### src/rtl/count_pkg.sv
// Shared constants and helpers for the cascaded up/down counter.
package count_pkg;

  localparam int unsigned CNT_WRAP = 0;
  localparam int unsigned CNT_SAT  = 1;

  function automatic int unsigned cnt_width(input int unsigned stage_w,
                                            input int unsigned nstage);
    return stage_w * nstage;
  endfunction

endpackage

### src/rtl/count_stage.sv
// One loadable up/down counter slice; carries are resolved by the parent via en_up/en_dw.
module count_stage #(
  parameter int unsigned STAGE_W = 5
) (
  input  logic               clk,
  input  logic               reset,
  input  logic [STAGE_W-1:0] rst_val,
  input  logic [STAGE_W-1:0] din,
  input  logic               ld,
  input  logic               en_up,
  input  logic               en_dw,
  output logic [STAGE_W-1:0] q,
  output logic               utc,
  output logic               dtc
);

  localparam logic [STAGE_W-1:0] One = STAGE_W'(1);

  logic [STAGE_W-1:0] q_q, q_d;

  always_comb begin
    q_d = q_q;
    if (ld) begin
      q_d = din;
    end else if (en_up && !en_dw) begin
      q_d = q_q + One;
    end else if (en_dw && !en_up) begin
      q_d = q_q - One;
    end
  end

  always_ff @(posedge clk) begin
    if (reset) begin
      q_q <= rst_val;
    end else begin
      q_q <= q_d;
    end
  end

  assign q   = q_q;
  assign utc = &q_q;
  assign dtc = ~|q_q;

endmodule

### src/rtl/count_ud_param.sv
// Parametrised up/down counter: NSTAGE slices with ripple-enable carry, wrap or saturate.
module count_ud_param
  import count_pkg::*;
#(
  parameter int unsigned STAGE_W  = 5,
  parameter int unsigned NSTAGE   = 3,
  parameter int unsigned SATURATE = CNT_WRAP,
  parameter logic [cnt_width(STAGE_W, NSTAGE)-1:0] RESET_VAL = '0
) (
  input  logic                                   clk,
  input  logic                                   reset,
  input  logic [cnt_width(STAGE_W, NSTAGE)-1:0] din,
  input  logic                                   ld,
  input  logic                                   up,
  input  logic                                   dw,
  output logic [cnt_width(STAGE_W, NSTAGE)-1:0] q,
  output logic                                   utc,
  output logic                                   dtc,
  output logic                                   wrap
);

  localparam bit Sat = (SATURATE == CNT_SAT);

  logic [NSTAGE-1:0] s_utc, s_dtc;
  logic [NSTAGE-1:0] up_chain, dw_chain;
  logic              cnt_up, cnt_dw;
  logic              wrap_q, wrap_d;

  // Conflicting or absent requests hold; load wins over counting.
  assign cnt_up = up & ~dw & ~ld;
  assign cnt_dw = dw & ~up & ~ld;

  assign utc = &s_utc;
  assign dtc = &s_dtc;

  genvar k;
  for (k = 0; k < NSTAGE; k++) begin : g_stage
    if (k == 0) begin : g_first
      assign up_chain[k] = cnt_up & ~(Sat & utc);
      assign dw_chain[k] = cnt_dw & ~(Sat & dtc);
    end else begin : g_rest
      assign up_chain[k] = up_chain[k-1] & s_utc[k-1];
      assign dw_chain[k] = dw_chain[k-1] & s_dtc[k-1];
    end

    count_stage #(
      .STAGE_W(STAGE_W)
    ) u_stage (
      .clk    (clk),
      .reset  (reset),
      .rst_val(RESET_VAL[k*STAGE_W +: STAGE_W]),
      .din    (din[k*STAGE_W +: STAGE_W]),
      .ld     (ld),
      .en_up  (up_chain[k]),
      .en_dw  (dw_chain[k]),
      .q      (q[k*STAGE_W +: STAGE_W]),
      .utc    (s_utc[k]),
      .dtc    (s_dtc[k])
    );
  end

  assign wrap_d = ~Sat & ((cnt_up & utc) | (cnt_dw & dtc));

  always_ff @(posedge clk) begin
    if (reset) begin
      wrap_q <= 1'b0;
    end else begin
      wrap_q <= wrap_d;
    end
  end

  assign wrap = wrap_q;

endmodule

### config.mk
export PLATFORM = sky130hd
export DESIGN_NAME = count_ud_param
export DESIGN_NICKNAME = d
export VERILOG_FILES = /design/src/rtl/count_pkg.sv /design/src/rtl/count_stage.sv /design/src/rtl/count_ud_param.sv
export SDC_FILE = /design/constraint.sdc
export NUM_CORES = 1
export LEC_CHECK = 0
export ABC_AREA = 0
export CELL_PAD_IN_SITES_DETAIL_PLACEMENT = 0
export CELL_PAD_IN_SITES_GLOBAL_PLACEMENT = 1
export CORE_MARGIN = 2
export CORE_UTILIZATION = 38
export DETAILED_ROUTE_END_ITERATION = 8
export GPL_TIMING_DRIVEN = 0
export MAX_ROUTING_LAYER = met4
export PLACE_DENSITY_LB_ADDON = 0.1
export SYNTH_ARGS = -nofsm -noshare
export SYNTH_HDL_FRONTEND = slang
export SYNTH_SLANG_ARGS = --single-unit
### constraint.sdc
create_clock -name clk -period 7.1 [get_ports clk]
set_input_delay 1.42 -clock clk [delete_from_list [all_inputs] [get_ports clk]]
set_output_delay 1.42 -clock clk [all_outputs]
set_load 0.005 [all_outputs]
-- Word level (Yosys, flattened, before mapping)
Index checks and enable logic that the tools add are counted.
- $add $sub $neg: 6
- muxes and demuxes: 9
- bitwise logic cells: 14
- reduce and logical (&&, ||, !) cells: 25
- operators with widths (cell ; count):
    $mux 5 ; 9
    $add 5x1->5 const B ; 3
    $reduce_and 15->1 ; 1
    $reduce_or 5->1 ; 3
    $sub 5x1->5 const B ; 3
    $and 1x1->1 ; 10
    $reduce_and 5->1 ; 2
    $logic_not 1->1 ; 9
    $reduce_bool 3->1 ; 3
    $logic_and 1x1->1 ; 6
    $not 1->1 ; 3
    $reduce_and 3->1 ; 1
    $or 1x1->1 ; 1
- flip-flop bits (word level): 16
- input port bits: 20
- logic and storage cells: 58

-- Logic depth before layout (Yosys ltp)
Gate-level depths: netlist of run 1.
- depth after elaboration: 10
- depth in mapped cells: 12

-- Cells and area by module
Synthesis of run 1 repeated with hierarchy kept, for this count alone.
- cells, all modules: 165
- area, all modules: 1456.4 sq um
- modules (own cells, without submodules) (module ; instances ; cells an instance ; area each (sq um) ; seq. area each (sq um)):
    count_stage at g_stage[1].u_stage ... ; 2 ; 51 ; 450.4 ; 150.1
    count_stage at g_stage[0].u_stage ; 1 ; 51 ; 455.4 ; 150.1
    count_ud_param ; 1 ; 12 ; 100.1 ; 20.0

-- Worst setup path after synthesis of run 1
OpenSTA, ideal clock, no wires.
- kind: input port to flip-flop
- start: input port ld
- end: register g_stage[0].u_stage.q_q[4]
- arrival time: 3.604 ns
- required time: 7.039 ns
- path slack: 3.435 ns
- stages on the path: 9
- cell sequence: clkbuf_1 clkbuf_1 nand2b_1 ha_1 nor2b_1 o21a_1 or3b_1 a2111oi_0 a311o_1
- word-level cells in the longest chain between the ends: 6
- ends and longest elaborated chain (what ; RTL line ; RTL):
    start: declaration ; count_ud_param.sv:13 ; input logic ld,
    $not 1->1 ; count_ud_param.sv:30, count_ud_param.sv:31 ;
    $and 1x1->1 ; count_ud_param.sv:31 ; assign cnt_dw = dw & ~up & ~ld;
    $logic_not 1->1 ; count_stage.sv:25 ; end else if (en_up && !en_dw) begin
    $logic_and 1x1->1 ; count_stage.sv:25 ;
    $mux 5 ; count_stage.sv:25 ;
    $mux 5 ; count_stage.sv:23 ; if (ld) begin
    end signal: assignment ; count_stage.sv:34 ; q_q <= rst_val;
    end signal: assignment ; count_stage.sv:36 ; q_q <= q_d;
    end: declaration ; count_stage.sv:19 ; logic [STAGE_W-1:0] q_q, q_d;
Parallel ways exist; a longest one is shown, timed or not.
A chain may end at the register's enable or synchronous reset.

-- Final worst setup path of run 1
- start: input port dw
- end: register g_stage[2].u_stage.q_q[3]
- word-level cells in the longest chain between the ends: 8
- ends and longest elaborated chain (what ; RTL line ; RTL):
    start: declaration ; count_ud_param.sv:15 ; input logic dw,
    $and 1x1->1 / $not 1->1 (equally long branches) ; count_ud_param.sv:31, count_ud_param.sv:30 ;
    $and 1x1->1, on equally long branches ; count_ud_param.sv:31, count_ud_param.sv:30 ;
    $and 1x1->1, on equally long branches ; count_ud_param.sv:43, count_ud_param.sv:30 ;
    $and 1x1->1, on equally long branches ; count_ud_param.sv:43, count_ud_param.sv:42 ;
    $logic_not 1->1 / $and 1x1->1 (equally long branches) ; count_stage.sv:25, count_ud_param.sv:42 ;
    $logic_and 1x1->1 / $logic_not 1->1 (equally long branches) ; count_stage.sv:25, count_stage.sv:27 ;
    $mux 5 / $logic_and 1x1->1 (equally long branches) ; count_stage.sv:25, count_stage.sv:27 ;
    $mux 5 / $reduce_bool 3->1 (equally long branches) ; - ;
    end signal: assignment ; count_stage.sv:34 ;
    end signal: assignment ; count_stage.sv:36 ;
    end: declaration ; count_stage.sv:19 ;
Parallel ways exist; a longest one is shown, timed or not.

==> results of run 1 <==
flip-flops by register name, summed over array words and instances (netlist names):
register           flops
g_stage.u_stage.q     15
wrap                   1
worst reg2reg max path, delay by kind of cell, from the launching register on:
kind	cells	cell delay [ns]
DFF	1	0.48
adders and majority gates	1	0.27
AOI/OAI and AO/OA	4	0.65
and+or+nand+nor	3	0.88
buffers and inverters	2	0.26
xor gates and xnor gates	1	0.17
worst max-delay path by stage:
stage               start                 endpoint  slack, ns
finish                 dw  g_stage[2].u_stage.q[3]       3.10
global route           dw  g_stage[2].u_stage.q[3]       2.94
CTS                    dw  g_stage[2].u_stage.q[3]       3.13
detailed placement     dw  g_stage[2].u_stage.q[3]       2.81
global placement       dw  g_stage[2].u_stage.q[3]       2.86
floorplan              ld  g_stage[0].u_stage.q[4]       3.44
cells by family (layout without fill, tap and decap cells):
family          after synthesis  after routing  synth area share, %
fa+ha+maj                    12             12                 12.6
compound gates               40             40                 22.6
buf+inv                      22             62                 7.12
simple gates                 58             58                 25.1
flops                        16             16                 23.4
mux                           3              3                 2.19
xor+xnor                     11             11                 7.03
stage by stage:
| stage | util (%) | power (mW) |
|---|---|---|
| final | 53.9 | 0.282 |
| after global routing | 53.9 | 0.303 |
| after CTS | 53.9 | 0.285 |
| after detailed placement | 52.8 | 0.221 |
| after global placement | 52.8 | 0.219 |
| after floorplan | - | 0.178 |
layout by cell type, fill, tap and decap left out, types with 3 or more instances in the layout:
master | synthesis | final
nor2_1 | 15 | 15
inv_1 | 14 | 14
and3_1 | 3 | 3
xnor2_1 | 4 | 4
a21o_1 | 3 | 3
nor2b_1 | 3 | 3
clkbuf_4 | 0 | 3
clkbuf_1 | 5 | 5
a211oi_1 | 7 | 7
clkdlybuf4s50_1 | 0 | 36
nor3_1 | 7 | 7
dfxtp_1 | 16 | 16
mux2i_1 | 3 | 3
nand2b_1 | 4 | 4
ha_1 | 9 | 9
nand4_1 | 4 | 4
xor2_1 | 7 | 7
nand2_1 | 7 | 7
a21oi_1 | 10 | 10
fa_1 | 3 | 3
o21ai_0 | 4 | 4
power breakdown:
| part | internal (mW) | switching, mW | leakage [nW] | total, mW |
|---|---|---|---|---|
| Clock | 0.0312 | 0.0320 | 0.0210 | 0.0632 |
| Sequential | 0.0979 | 0.0123 | 0.133 | 0.110 |
| Combinational | 0.0591 | 0.0497 | 0.579 | 0.109 |
| Total | 0.188 | 0.0939 | 0.733 | 0.282 |
routing by layer:
| metal | track usage [%] | wire length (um) |
|---|---|---|
| met3 | 2.29 | 104 |
| met2 | 34.0 | 1830 |
| met5 | - | 0 |
| met1 | 23.5 | 1600 |
| met4 | 4.89 | 17 |
cell type report:
cell class              instances  area, um^2  area share [%]
multi-input cells             124         953            52.2
repair buffers                 36         360            19.7
flip-flops and latches         16         320            17.5
well taps                      46        57.6            3.15
inverters                      14        52.6            2.88
plain buffers                   8        45.0            2.47
clock buffers                   4        36.3            1.99
==> results.py, run 1 <==
metrics = {
    "clock_tree": {
        "post_cts_buffers": 0,
        "htree_levels": 1,
        "cts_resized": 0,
        "cts-root-buf": "clkbuf_4",
        "cts_tree": "done",
        "worst_skew_pair.late_latency_ns": 0.29,
        "cts_hold_buffers": 0,
        "cts_num_sinks": 16,
        "cts_buffers": 3,
        "clk_pin_slew_worst_paths_ns": 0.11,
        "clockBufferDepth": 2,
    },
    "placed_design": {
        "gp_congestion": 0.840,
        "hpwl_um": 2800,
        "dpl.cell_count": 244,
        "portBuffers": 36,
        "placed_cell_area_um2": 1790,
        "dpl_worst_slack_ns": 2.81,
    },
    "sta": {
        "finalSetupViolations": 0,
        "hold_violations": 0,
        "holdWs_ns": 0.586,
        "slew_viol_final": 0,
        "period_share_pct": 56.4,
        "slew_headroom_pct": 59.0,
        "min_period_ns": 4.00,
        "finalWorstSetupSlack_ns": 3.10,
        "fin_setup_tns_ns": 0,
        "worstMarginPinSlew_ns": 0.610,
        "rsz0062_at_grt": "false",
        "finClkSkew_ns": 0.00646,
        "max_freq_ghz": 0.250,
    },
    "global_route": {
        "grt_pass1_vias": 1332,
        "grt_antenna_before_repair": 0,
        "grt_max_degree": 11,
        "gr-usage-all-layers_pct": 19.4,
        "grt_pass1_wl_um": 6130,
        "overflow": 0,
    },
    "finish": {
        "antenna_cells": 0,
        "nets": 235,
        "n_fill_cell": 326,
        "drive_above_1_share_pct": 7.43,
        "finish.instance_area_um2": 1830,
        "area_delta_synth_final_pct": 33.1,
        "stdcell_count": 248,
    },
    "yosys": {
        "ys_ff_latch": 16,
        "synth.top_cell.area_share_pct": 23.4,
        "yosys_most_used_dff": "dfxtp_1",
        "synthTopCellsByArea": "dfxtp_1 23%, ha_1 8.2%, xor2_1 4.5%",
        "synthArstFlopShare_pct": 0,
        "ys_warn_count": 0,
        "synth_commonest_cells": "16 x dfxtp_1, 15 x nor2_1, 14 x inv_1, 10 x a21oi_1, 9 x ha_1",
        "synth_most_common_cell": "dfxtp_1",
        "netlist_instances": 162,
        "synth_nets": 194,
        "synth_edf_count": 0,
        "ys_seq_area_share_pct": 23.4,
        "synth_largest_area_cell": "dfxtp_1",
        "syn_area_um2": 1370,
        "ys_types": 46,
        "synth.avg_cell_area_um2": 8.46,
    },
    "die": {
        "dieArea_um2": 4100,
        "core_area_um2": 3390,
        "ioPinCount": 38,
        "die_x_um": 64.1,
        "dieHeight_um": 64.1,
        "fp-row-count": 21,
        "start_util_pct": 40.5,
    },
    "power_and_ir_drop": {
        "leakage_nw": 0.733,
        "p_per_area_nw_per_um2": 155,
        "ir_drop_mv": 0.0747,
    },
    "critical_path": {
        "crit_path_start_kind": "input port",
        "cpLargestDelayFamily": "buffers and inverters",
        "r2r_cells": 11,
        "path_buf_inv": 4,
        "worstSetupPathDepth": 13,
        "worstPathMaxFanout": 8,
        "reg2reg_from": "g_stage[0].u_stage.q[1]",
        "max_stage_delay_ns": 0.48,
        "cp_slowest_cell": "clkdlybuf4s50_1",
        "worstPathCellList": "clkdlybuf4s50_1 -> and2b_1 -> buf_4 -> or4b_1 -> buf_6 -> nor2_8 -> inv_1 -> ha_1 -> a21o_1 -> a21oi_1 -> xor2_1 -> o21ai_0 -> o21a_1",
        "r2r-end": "g_stage[2].u_stage.q[3]",
        "crit_path_end_kind": "register",
        "worst_ep_required_time_ns": 7.30,
        "reg2reg_slack_ns": 4.32,
        "crit_arrival_ns": 4.21,
        "worst-setup-path-type": "in2reg",
    },
    "drt": {
        "vias": 1297,
        "via_per_inst": 5.23,
        "post_drt_wl_per_cell_um": 14.3,
        "drt_iter0_drc": 52,
        "wl_um": 3550,
        "drc": 0,
        "drt-pass1-iter-count": 4,
        "postRouteAntennaNets": 0,
    },
    "min_path": {
        "hold_end": "g_stage[1].u_stage.q[3]",
        "hp-start": "g_stage[1].u_stage.q[3]",
        "whs_path_depth": 2,
        "hold_class": "reg2reg",
    },
    "run_status": {
        "status": "finished clean",
    },
    "job": {
        "maxCapViolCount": 0,
    },
}
No activity file was read; power rests on OpenSTA's default activity.
==> run 2, diff against run 1 <==
CORE_UTILIZATION = 32   (was 38)
clock period = 3.3 ns   (was 7.1 ns; I/O delays follow)
==> run 2 against run 1 <==
  * Via count unchanged
  * Register-to-register slack worse by 3.8 ns
  * Non-clock buffer count unchanged
  * Power grew 130%
  * Critical path depth down 9
  * Global-route usage decreased by 3.4 points
  * Die area grew 18%
  * Core utilization shrank 8.0 points
  * Critical endpoint is now utc
  * Largest cell class unchanged
  * Highest routed layer unchanged
==> results.py, run 2 (same netlist as run 1, synthesis figures left out) <==
metrics = {
    "run_status": {
        "status": "finished clean",
    },
    "finish": {
        "mostFrequentLayoutCell": "clkdlybuf4s50_1",
        "drive_above_1_share_pct": 8.42,
        "largest_reg_flops": 15,
        "layout_common_cells": "34 x clkdlybuf4s50_1, 16 x dfxtp_1, 15 x nor2_1",
        "finish.instance_area_um2": 1860,
        "n_fill_cell": 417,
        "area_delta_synth_final_pct": 35.6,
        "stdcell_count": 252,
        "nets": 235,
        "antenna_cells": 0,
    },
    "sta": {
        "slew_viol_final": 0,
        "worstMarginPinSlew_ns": 0.616,
        "period_share_pct": 89.9,
        "finClkSkew_ns": 0.00291,
        "slew_headroom_pct": 58.6,
        "min_period_ns": 2.97,
        "finalSetupViolations": 0,
        "rsz0062_at_grt": "false",
        "max_freq_ghz": 0.337,
        "hold_violations": 0,
        "fin_setup_tns_ns": 0,
    },
    "drt": {
        "postRouteAntennaNets": 0,
        "drt_iter0_drc": 33,
        "via_per_inst": 5.15,
        "drt-pass1-iter-count": 4,
        "wl_um": 3620,
        "vias": 1297,
        "drc": 0,
        "post_drt_wl_per_cell_um": 14.3,
    },
    "die": {
        "ioPinCount": 38,
        "start_util_pct": 33.8,
        "dieHeight_um": 69.5,
        "die_x_um": 69.5,
        "core_area_um2": 4060,
        "dieArea_um2": 4820,
        "fp-row-count": 23,
    },
    "clock_tree": {
        "post_cts_buffers": 0,
        "cts_hold_buffers": 0,
        "cts_tree": "done",
        "clockBufferDepth": 2,
        "cts_num_sinks": 16,
        "worst_skew_pair.late_latency_ns": 0.26,
        "cts_resized": 0,
        "cts-root-buf": "clkbuf_8",
        "cts_buffers": 3,
        "htree_levels": 1,
        "clk_pin_slew_worst_paths_ns": 0.07,
    },
    "power_and_ir_drop": {
        "p_int_mw": 0.444,
        "power_switching_mw": 0.211,
        "combPwrFrac_pct": 36.0,
        "p_per_area_nw_per_um2": 353,
        "leakage_nw": 0.763,
        "pwr-share-seq_pct": 36.3,
        "power_mw": 0.656,
        "sw_frac_of_total_pct": 32.2,
        "ir_drop_mv": 0.228,
        "clkPwrFrac_pct": 27.6,
    },
    "global_route": {
        "grt_max_degree": 11,
        "grt_pass1_vias": 1189,
        "grt_antenna_before_repair": 0,
        "met3_usage_pct": 3.05,
        "grt_pass1_wl_um": 6090,
        "gr-usage-all-layers_pct": 15.9,
        "grt_use_met1_pct": 21.8,
        "overflow": 0,
        "busiest_layer": "met2",
        "grt_use_met2_pct": 24.9,
    },
    "critical_path": {
        "worst-setup-path-type": "reg2out",
        "crit_path_end_kind": "output pin",
        "crit_arrival_ns": 2.31,
        "crit_path_start_kind": "register",
        "worst_ep_required_time_ns": 2.64,
        "worstPathMaxFanout": 6,
    },
    "placed_design": {
        "gp_congestion": 0.810,
        "dpl.cell_count": 248,
        "placed_cell_area_um2": 1790,
        "portBuffers": 36,
        "hpwl_um": 2910,
    },
    "min_path": {
        "hold_class": "reg2reg",
    },
    "job": {
        "maxCapViolCount": 0,
    },
}
==> run 2: cell types whose count changed in the layout (fill, tap and decap cells not counted), sizes merged <==
cell,before,now
dlymetal6s2s,0,2
clkdlybuf4s50,36,34
==> run 2: metrics by stage <==
stage	hold WS, ns	utilization (%)	worst slack [ns]
2_1_floorplan	0.508	-	0.395
3_3_place_gp	0.535	44.2	-0.195
3_5_place_dp	0.529	44.2	-0.241
4_1_cts	0.551	45.6	0.0215
5_1_grt	0.566	45.8	0.133
6_report	0.548	45.8	0.334
==> run 2: worst max-delay path: stages, from the launching register on <==
cell and delay, ns:
dfxtp_1 0.48, nand4_1 0.19, nor4_1 0.57, and3_1 0.30, clkdlybuf4s50_1 0.51
==> run 2: area by class of cell <==
class,count,area (um^2),area share [%]
flip-flops and latches,16,320,17.2
clock buffers,4,55.1,2.96
repair buffers,36,365,19.7
well taps,50,62.6,3.36
multi-input cells,124,957,51.5
inverters,14,52.6,2.83
plain buffers,8,46.3,2.49
==> run 2: final timing paths <==
check	startpoint	endpoint	slack, ns	cells after the start
hold / removal	g_stage[1].u_stage.q[4]	g_stage[1].u_stage.q[4]	0.55	2
setup reg to reg	g_stage[0].u_stage.q[1]	g_stage[2].u_stage.q[3]	0.54	11
hold reg to reg	g_stage[1].u_stage.q[4]	g_stage[1].u_stage.q[4]	0.55	2
setup / recovery	g_stage[0].u_stage.q[1]	utc	0.33	4
==> run 2: layer usage <==
layer,share of wire (%),vias to the layer above
met3,3.8,4
met1,50,595
met2,46,32
li1,-,666
met5,0,-
met4,0.58,0
==> run 2: power by group through the flow <==
stage          clock network, mW  registers (mW)  logic [mW]
6_report                   0.181           0.238       0.236
5_1_grt                    0.191           0.241       0.264
4_1_cts                    0.185           0.238       0.237
3_5_place_dp                   0           0.243       0.236
3_3_place_gp                   0           0.242       0.230
2_1_floorplan                  0           0.237       0.146
